[src/rtl/ram_arbiter.sv]
// ram_arbiter: two-port arbiter/sequencer for a shared single-port RAM. Each access runs
//   arbitrate (IDLE or RESP edge) -> ACCESS (gnt, RAM cycle) -> RESP (ack), 2 cycles sample-to-ack.
// Ports: clk, rst (async, active-high); per requester N: reqN/wrN/addrN/wdataN in, gntN/ackN/rdataN out;
//   busy out; RAM side: ram_addr/ram_data/ram_we out, ram_x in (combinational read of ram_addr).
module ram_arbiter #(
  parameter int ADDR_W     = 6,
  parameter int DATA_W     = 8,
  parameter bit FIXED_PRIO = 1'b0
) (
  input  logic              clk,
  input  logic              rst,
  input  logic              req0,
  input  logic              req1,
  input  logic              wr0,
  input  logic              wr1,
  input  logic [ADDR_W-1:0] addr0,
  input  logic [ADDR_W-1:0] addr1,
  input  logic [DATA_W-1:0] wdata0,
  input  logic [DATA_W-1:0] wdata1,
  output logic              gnt0,
  output logic              gnt1,
  output logic              ack0,
  output logic              ack1,
  output logic [DATA_W-1:0] rdata0,
  output logic [DATA_W-1:0] rdata1,
  output logic              busy,
  output logic [ADDR_W-1:0] ram_addr,
  output logic [DATA_W-1:0] ram_data,
  output logic              ram_we,
  input  logic [DATA_W-1:0] ram_x
);

  typedef enum logic [1:0] {IDLE, ACCESS, RESP} state_t;

  state_t            state_q;
  // last_q doubles as the id of the port currently being served: it is
  // written exactly when a winner is latched.
  logic              last_q;
  logic [ADDR_W-1:0] addr_q;
  logic [DATA_W-1:0] wdata_q;
  logic              we_q;
  logic              gnt0_q, gnt1_q, ack0_q, ack1_q, busy_q;
  logic [DATA_W-1:0] rdata0_q, rdata1_q;

  logic              any_req;
  logic              sel_d;
  logic              sel_wr_d;
  logic [ADDR_W-1:0] sel_addr_d;
  logic [DATA_W-1:0] sel_wdata_d;

  // Winner selection on the current requests; only used at arbitration edges.
  always_comb begin
    any_req = req0 | req1;
    if (req0 && req1) begin
      sel_d = FIXED_PRIO ? 1'b0 : ~last_q;
    end else begin
      sel_d = req1;
    end
    sel_wr_d    = sel_d ? wr1    : wr0;
    sel_addr_d  = sel_d ? addr1  : addr0;
    sel_wdata_d = sel_d ? wdata1 : wdata0;
  end

  always_ff @(posedge clk or posedge rst) begin
    if (rst) begin
      state_q  <= IDLE;
      last_q   <= 1'b1;  // first tie goes to port 0
      addr_q   <= '0;
      wdata_q  <= '0;
      we_q     <= 1'b0;
      gnt0_q   <= 1'b0;
      gnt1_q   <= 1'b0;
      ack0_q   <= 1'b0;
      ack1_q   <= 1'b0;
      busy_q   <= 1'b0;
      rdata0_q <= '0;
      rdata1_q <= '0;
    end else begin
      // Pulsed outputs default low; each lasts exactly one state.
      gnt0_q <= 1'b0;
      gnt1_q <= 1'b0;
      ack0_q <= 1'b0;
      ack1_q <= 1'b0;
      we_q   <= 1'b0;
      case (state_q)
        IDLE, RESP: begin
          if (any_req) begin
            state_q <= ACCESS;
            last_q  <= sel_d;
            addr_q  <= sel_addr_d;
            wdata_q <= sel_wdata_d;
            we_q    <= sel_wr_d;
            gnt0_q  <= ~sel_d;
            gnt1_q  <= sel_d;
            busy_q  <= 1'b1;
          end else begin
            state_q <= IDLE;
            busy_q  <= 1'b0;
          end
        end
        ACCESS: begin
          state_q <= RESP;
          ack0_q  <= ~last_q;
          ack1_q  <= last_q;
          // In ACCESS we_q is the latched direction; reads capture the RAM output.
          if (!we_q) begin
            if (last_q) rdata1_q <= ram_x;
            else        rdata0_q <= ram_x;
          end
        end
        default: begin
          state_q <= IDLE;
          busy_q  <= 1'b0;
        end
      endcase
    end
  end

  assign gnt0     = gnt0_q;
  assign gnt1     = gnt1_q;
  assign ack0     = ack0_q;
  assign ack1     = ack1_q;
  assign rdata0   = rdata0_q;
  assign rdata1   = rdata1_q;
  assign busy     = busy_q;
  assign ram_addr = addr_q;
  assign ram_data = wdata_q;
  assign ram_we   = we_q;

endmodule

[config.mk]
export PLATFORM = sky130hd
export DESIGN_NAME = ram_arbiter
export DESIGN_NICKNAME = d
export VERILOG_FILES = /design/src/rtl/ram_arbiter.sv
export SDC_FILE = /design/constraint.sdc
export NUM_CORES = 1
export LEC_CHECK = 0
export CORE_UTILIZATION = 43
export DETAILED_ROUTE_END_ITERATION = 16
export GPL_ROUTABILITY_DRIVEN = 0
export PLACE_DENSITY_LB_ADDON = 0.25
export REMOVE_ABC_BUFFERS = 1
export SLEW_MARGIN = 0
export SYNTH_ARGS = -nofsm -noshare
export SYNTH_HDL_FRONTEND = slang
export SYNTH_SLANG_ARGS = --single-unit
[constraint.sdc]
create_clock -name clk -period 4.2 [get_ports clk]
set_input_delay 1.26 -clock clk [delete_from_list [all_inputs] [get_ports clk]]
set_output_delay 1.26 -clock clk [all_outputs]
set_load 0.01 [all_outputs]
==> out/qor.yml <==
synthesis:
  synth_flop_cell: "dfrtp_1"
  syn_inst: 136
  yosysTopAreaCell: "dfrtp_1"
  synthDominantCellAreaShare_pct: 60.4
  async_flop_share_pct: 100
  yosysMostFrequentCell: "dfrtp_1"
  synth_edf_count: 0
  avgSynthCellArea_um2: 11.6
  ys_seq_elements: 39
  syn_area_mm2: 0.00157
  synth_common_cells: "dfrtp_1 (38), a21oi_1 (29), nand2_1 (18)"
  yosysSeqAreaShare_pct: 62.1
  synth_area_leaders: "dfrtp_1 (60%), mux2_2 (11%), a21oi_1 (9.2%)"
  yosys_warnings: 0
  synth.distinct_cells: 17
cells_and_area:
  drive_gt1_share_pct: 14.7
  fin_util_pct: 72.4
  antennaDiodeCount: 0
  nets: 259
  synthToLayoutAreaGrowth_pct: 57.2
sta:
  max_freq_ghz: 0.375
  setup_viol: 0
  grt_setup_unrepaired: "no"
  finalHoldViolations: 0
  clock_skew_ns: 0.0125
  period_share_pct: 63.5
  final-max-slew-violation-count: 0
  worstMarginPinSlew_ns: 0.885
  tns_ns: 0
  slew_headroom_pct: 41.0
  finalCriticalPeriod_ns: 2.67
setup_path:
  r2r-start: "last_q$_DFFE_PP1P_"
  cp-start-kind: "flip-flop"
  arrival_ns: 1.41
  cp_slowest_cell: "clkdlybuf4s50_1"
  critPathTopFamily: "buffers and inverters"
  max_stage_delay_ns: 0.60
  path_cells: "clkdlybuf4s50_1"
  crit_fanout: 3
  crit_start: "ram_we$_DFF_PP0_"
  path_buf_inv: 1
  critical_path_class: "flip-flop to primary output"
  critPathRequiredTime_ns: 2.94
  crit_path_end_kind: "primary output"
global_route:
  gr-total-overflow: 0
  grt_pass1_vias: 1341
  grt_use_total_pct: 20.1
  grt_max_degree: 25
  antenna_found_initial: 0
  grt_pass1_wl_um: 5920
clock_tree:
  hold_buffers: 0
  clock-sinks: 39
  post-cts-setup-buffer-count: 0
  cts_tree: "yes"
  clock_latency_ns: 0.34
  htree_levels: 2
  cts_resized: 0
  clockRootBuffer: "clkbuf_4"
  numCtsBuffers: 5
  clkTransAtPathRegs_ns: 0.11
  clockBufferDepth: 2
die:
  die_area_mm2: 0.00391
  dieWidth_um: 62.5
  rows: 21
  coreArea_mm2: 0.00342
  ios: 78
  die_height_um: 62.5
  initial_core_util_pct: 46.1
hold_path:
  hp-class: "flip-flop to flip-flop"
  hold_start: "busy$_DFFE_PP0N_"
place:
  hpwl_um: 2770
  io_buffers: 77
pwr:
  ir_drop_v: 0.000261
  p_per_area_mw_per_mm2: 532
  p_leak_uw: 0.00106
route:
  ant_nets: 0
  drt_wl_total_um: 3700
  drt_iter0_markers: 38
  vias: 1353
  drtPass1Iterations: 4
  viasPerCell: 5.13
  wl_per_cell_um: 14.0
  drc: 0
flow_run:
  drv_cap: 0
run_status:
  status: "completed"
## worst paths after layout
path	to	slack [ns]	depth (start not counted)
worst max-delay path	ram_we	1.53	1
worst min-delay path	busy$_DFFE_PP0N_	0.50	2
worst max register to register	rdata1[4]$_DFFE_PP0P_	2.62	2
worst min register to register	busy$_DFFE_PP0N_	0.50	2
max in group asynchronous	ram_addr[4]$_DFFE_PP0P_	2.11	3
min in group asynchronous	rdata0[3]$_DFFE_PP0P_	1.41	2
## metrics by stage
step / area (µm²) / power, µW / hold WS [ns] / std cells / setup WS (ns)
3_3_place_gp: 2390 / 1050 / 0.471 / 256 / 1.53
5_1_grt: 2470 / 1390 / 0.539 / 264 / 1.48
2_1_floorplan: 1540 / 758 / 0.509 / 130 / 1.49
3_5_place_dp: 2390 / 1070 / 0.477 / 256 / 1.47
6_report: 2470 / 1320 / 0.502 / 264 / 1.53
4_1_cts: 2470 / 1330 / 0.508 / 264 / 1.51
## sequential cells by signal, summed over array words and instances, names as in the netlist, 2 cells and up
name      flops
ram_data      8
state_q       2
rdata1        8
rdata0        8
ram_addr      6
## layout by cell type, fill, tap and decap left out, drive strengths merged
cell type      synthesis  layout
a21bo                  1       1
a21boi                 1       1
a21o                   1       1
a21oi                 29      29
and2                   1       1
buf                    6       3
bufinv                 0       1
clkbuf                 0       6
clkdlybuf4s50          0      77
clkinv                 0       1
dfrtp                 38      38
dfstp                  1       1
inv                    3       3
mux2                  16      16
nand2                 18      18
nand2b                 1       1
nor2                  17      17
nor3                   1       1
nor3b                  1       1
o21bai                 1       1
## where the power goes
part	leakage [µW]	switching [µW]	internal, µW	total (µW)
Combinational	0.000554	185	310	495
Clock	0.0000482	119	141	259
Sequential	0.000459	70.0	491	561
Total	0.00106	374	942	1320
## cells by family after synthesis
family / Yosys count / share of synthesized area [%]
flip-flops: 39 / 62.1
AND/OR/NAND/NOR: 39 / 11.8
AO/OA/AOI/OAI: 33 / 11.5
multiplexers: 16 / 11.4
buffers and inverters: 9 / 3.10
## per-layer routing
metal | GRT usage, % | up-vias | wire (µm)
li1 | - | 617 | -
met1 | 19.7 | 659 | 1390
met2 | 37.9 | 72 | 1950
met3 | 8.03 | 5 | 310
met4 | 6.10 | 0 | 42
met5 | 0 | - | 0
## area by class of cell
type,instances,area (µm²)
Clock buffer,6,51.3
Sequential cell,39,977
Multi-Input combinational cell,88,548
Inverter,3,11.3
Tap cell,46,57.6
Clock inverter,2,35.0
Fill cell,257,942
Timing Repair Buffer,80,793
Note: power is estimated with default switching activity, not from simulation.
==> variant, RTL diff (config.mk and constraints unchanged) <==
Set the parameter `FIXED_PRIO` to 1'b1 (it was 1'b0).
--- a/src/rtl/ram_arbiter.sv
+++ b/src/rtl/ram_arbiter.sv
@@ -5,7 +5,7 @@
 module ram_arbiter #(
   parameter int ADDR_W     = 6,
   parameter int DATA_W     = 8,
-  parameter bit FIXED_PRIO = 1'b0
+  parameter bit FIXED_PRIO = 1'b1
 ) (
   input  logic              clk,
   input  logic              rst,
Behaviour: not the same (a bounded check fails within 4 cycles, from zero or initial values and one cycle with rst high).
==> variant against the original RTL <==
Routed wire length fell by 4.4%; total power hardly changed; count of clock-buffer cells in the layout is 1 lower; worst setup slack gained 0.015 ns; sequential cell count unchanged; core utilization up 0.23 points; worst hold slack got worse by 0.0069 ns; cell area down 0.46%; via count shrank 7.1%; critical path type unchanged; first-iteration DRC count is 2.6% higher; final cell count down 6.1%; area after synthesis is 1.7% lower.
==> variant: results (changes against the original RTL) <==
- Iter 0 DRT Violations: 39 (+2.6%)
- Distinct cells, synth: 19 (+2)
- Multi-input gates: 74 (-16%)
- Via count: 1257 (-7.1%)
- Syn avg cell area: 12.8 µm² (+11%)
- Status: finished clean
- Layout cell share with drive strength beyond 1: 0.149 (+0.00173)
- CTS Buf Count: 5 (unchanged)
- CP peak stage delay: 0.58 ns (-0.02 ns)
- First-pass GRT wire length: 5450 µm (-7.9%)
- Mapped Cells: 121 (-11%)
- Met1 Track Usage GR: 0.241 (+0.0438)
- Inst Count DP: 240 (-6.3%)
- Post-cts resize count: 0 (unchanged)
- Max IR drop VDD: 0.276 mV (+5.7%)
- Pre-CTS WS: 1.40 ns (-0.0656 ns)
- Antenna diodes: 0 (unchanged)
- Cells on worst reg2reg path: 3 (+1)
- Worst R2R End: rdata1[3]
- CP arrival: 1.39 ns (-0.02 ns)
- Synth area leaders: dfrtp_1, mux2_2, o32ai_1
- Routed wl met3: 282 µm (-9.0%)
- Largest net degree at the start of global routing: 40 (+60%)
- Setup slack, reg-to-reg: 2.15 ns (-0.47 ns)
- Clock buf/inv share: 0.0427 (+0.00778)
- Finished Layout Cells: 248 (-6.1%)
- Tot GR Track Use: 0.206 (+0.00517)
- Area of the multi-input gates: 533 µm² (-2.7%)
- Clk_skew: 0.00774 ns (-0.00480 ns)
- P_int: 0.962 mW (+2.1%)
- Fill cells: 229 (-11%)
- Wire length on met2: 1840 µm (-5.6%)
- RR Startpoint: state_q[0]
- Met3 Use GR: 0.0911 (+0.0108)
- Met2 Use GR: 0.334 (-0.0447)
- Detail Placement HPWL: 2610 µm (-5.6%)
- Buffering overhead: 0.316 (-0.00463)
- P_leak: 0.992 nW (-6.5%)
- Non-clk bufs: 78 (-2.5%)
- WL/cell: 14.2 µm (+1.8%)
- Placed cell areas: 2360 µm² (-1.3%)
- Top post-synthesis cells by count: dfrtp_1, nor2_1, mux2_2, o32ai_1, clkbuf_1
- Met1 wire length: 1360 µm (-2.3%)
- Fin util: 0.726 (+0.00229)
- Skew-Pair Late Insertion Delay: between 0.3 and 0.4 ns
- Vias in the first global route: 1197 (-11%)
- Post-synthesis sequential area ratio: 0.631 (+0.0105)
- Worst slew margin: 0.592 (+0.182)
-- variant: power by group through the flow --
stage	Sequential, mW	Combinational [mW]	Clock (mW)
2_1_floorplan	0.604	0.128	0
3_3_place_gp	0.551	0.450	0
3_5_place_dp	0.562	0.460	0
4_1_cts	0.554	0.461	0.320
5_1_grt	0.566	0.498	0.338
6_report	0.551	0.454	0.310
-- variant: worst min path at each step --
stage / from / to / slack, ns / cells past startpoint
detailed placement: busy / busy / 0.47 / 1
floorplan: busy / busy / 0.52 / 1
finish: busy / busy / 0.49 / 1
global route: busy / busy / 0.51 / 1
CTS: busy / busy / 0.50 / 1
global placement: busy / busy / 0.46 / 1
-- variant: worst register-to-register path: cells and delay by family (launching register included) --
family	cells	cell delay (ns)
buf+inv	1	0.19
flops	1	0.75
simple gates	1	0.60
mux	1	0.40
-- variant: logic make-up after synthesis --
logic type | share of synthesized area
compound gates | 0.0970
simple gates | 0.131
mux | 0.116
buf+inv | 0.0242
flops | 0.631
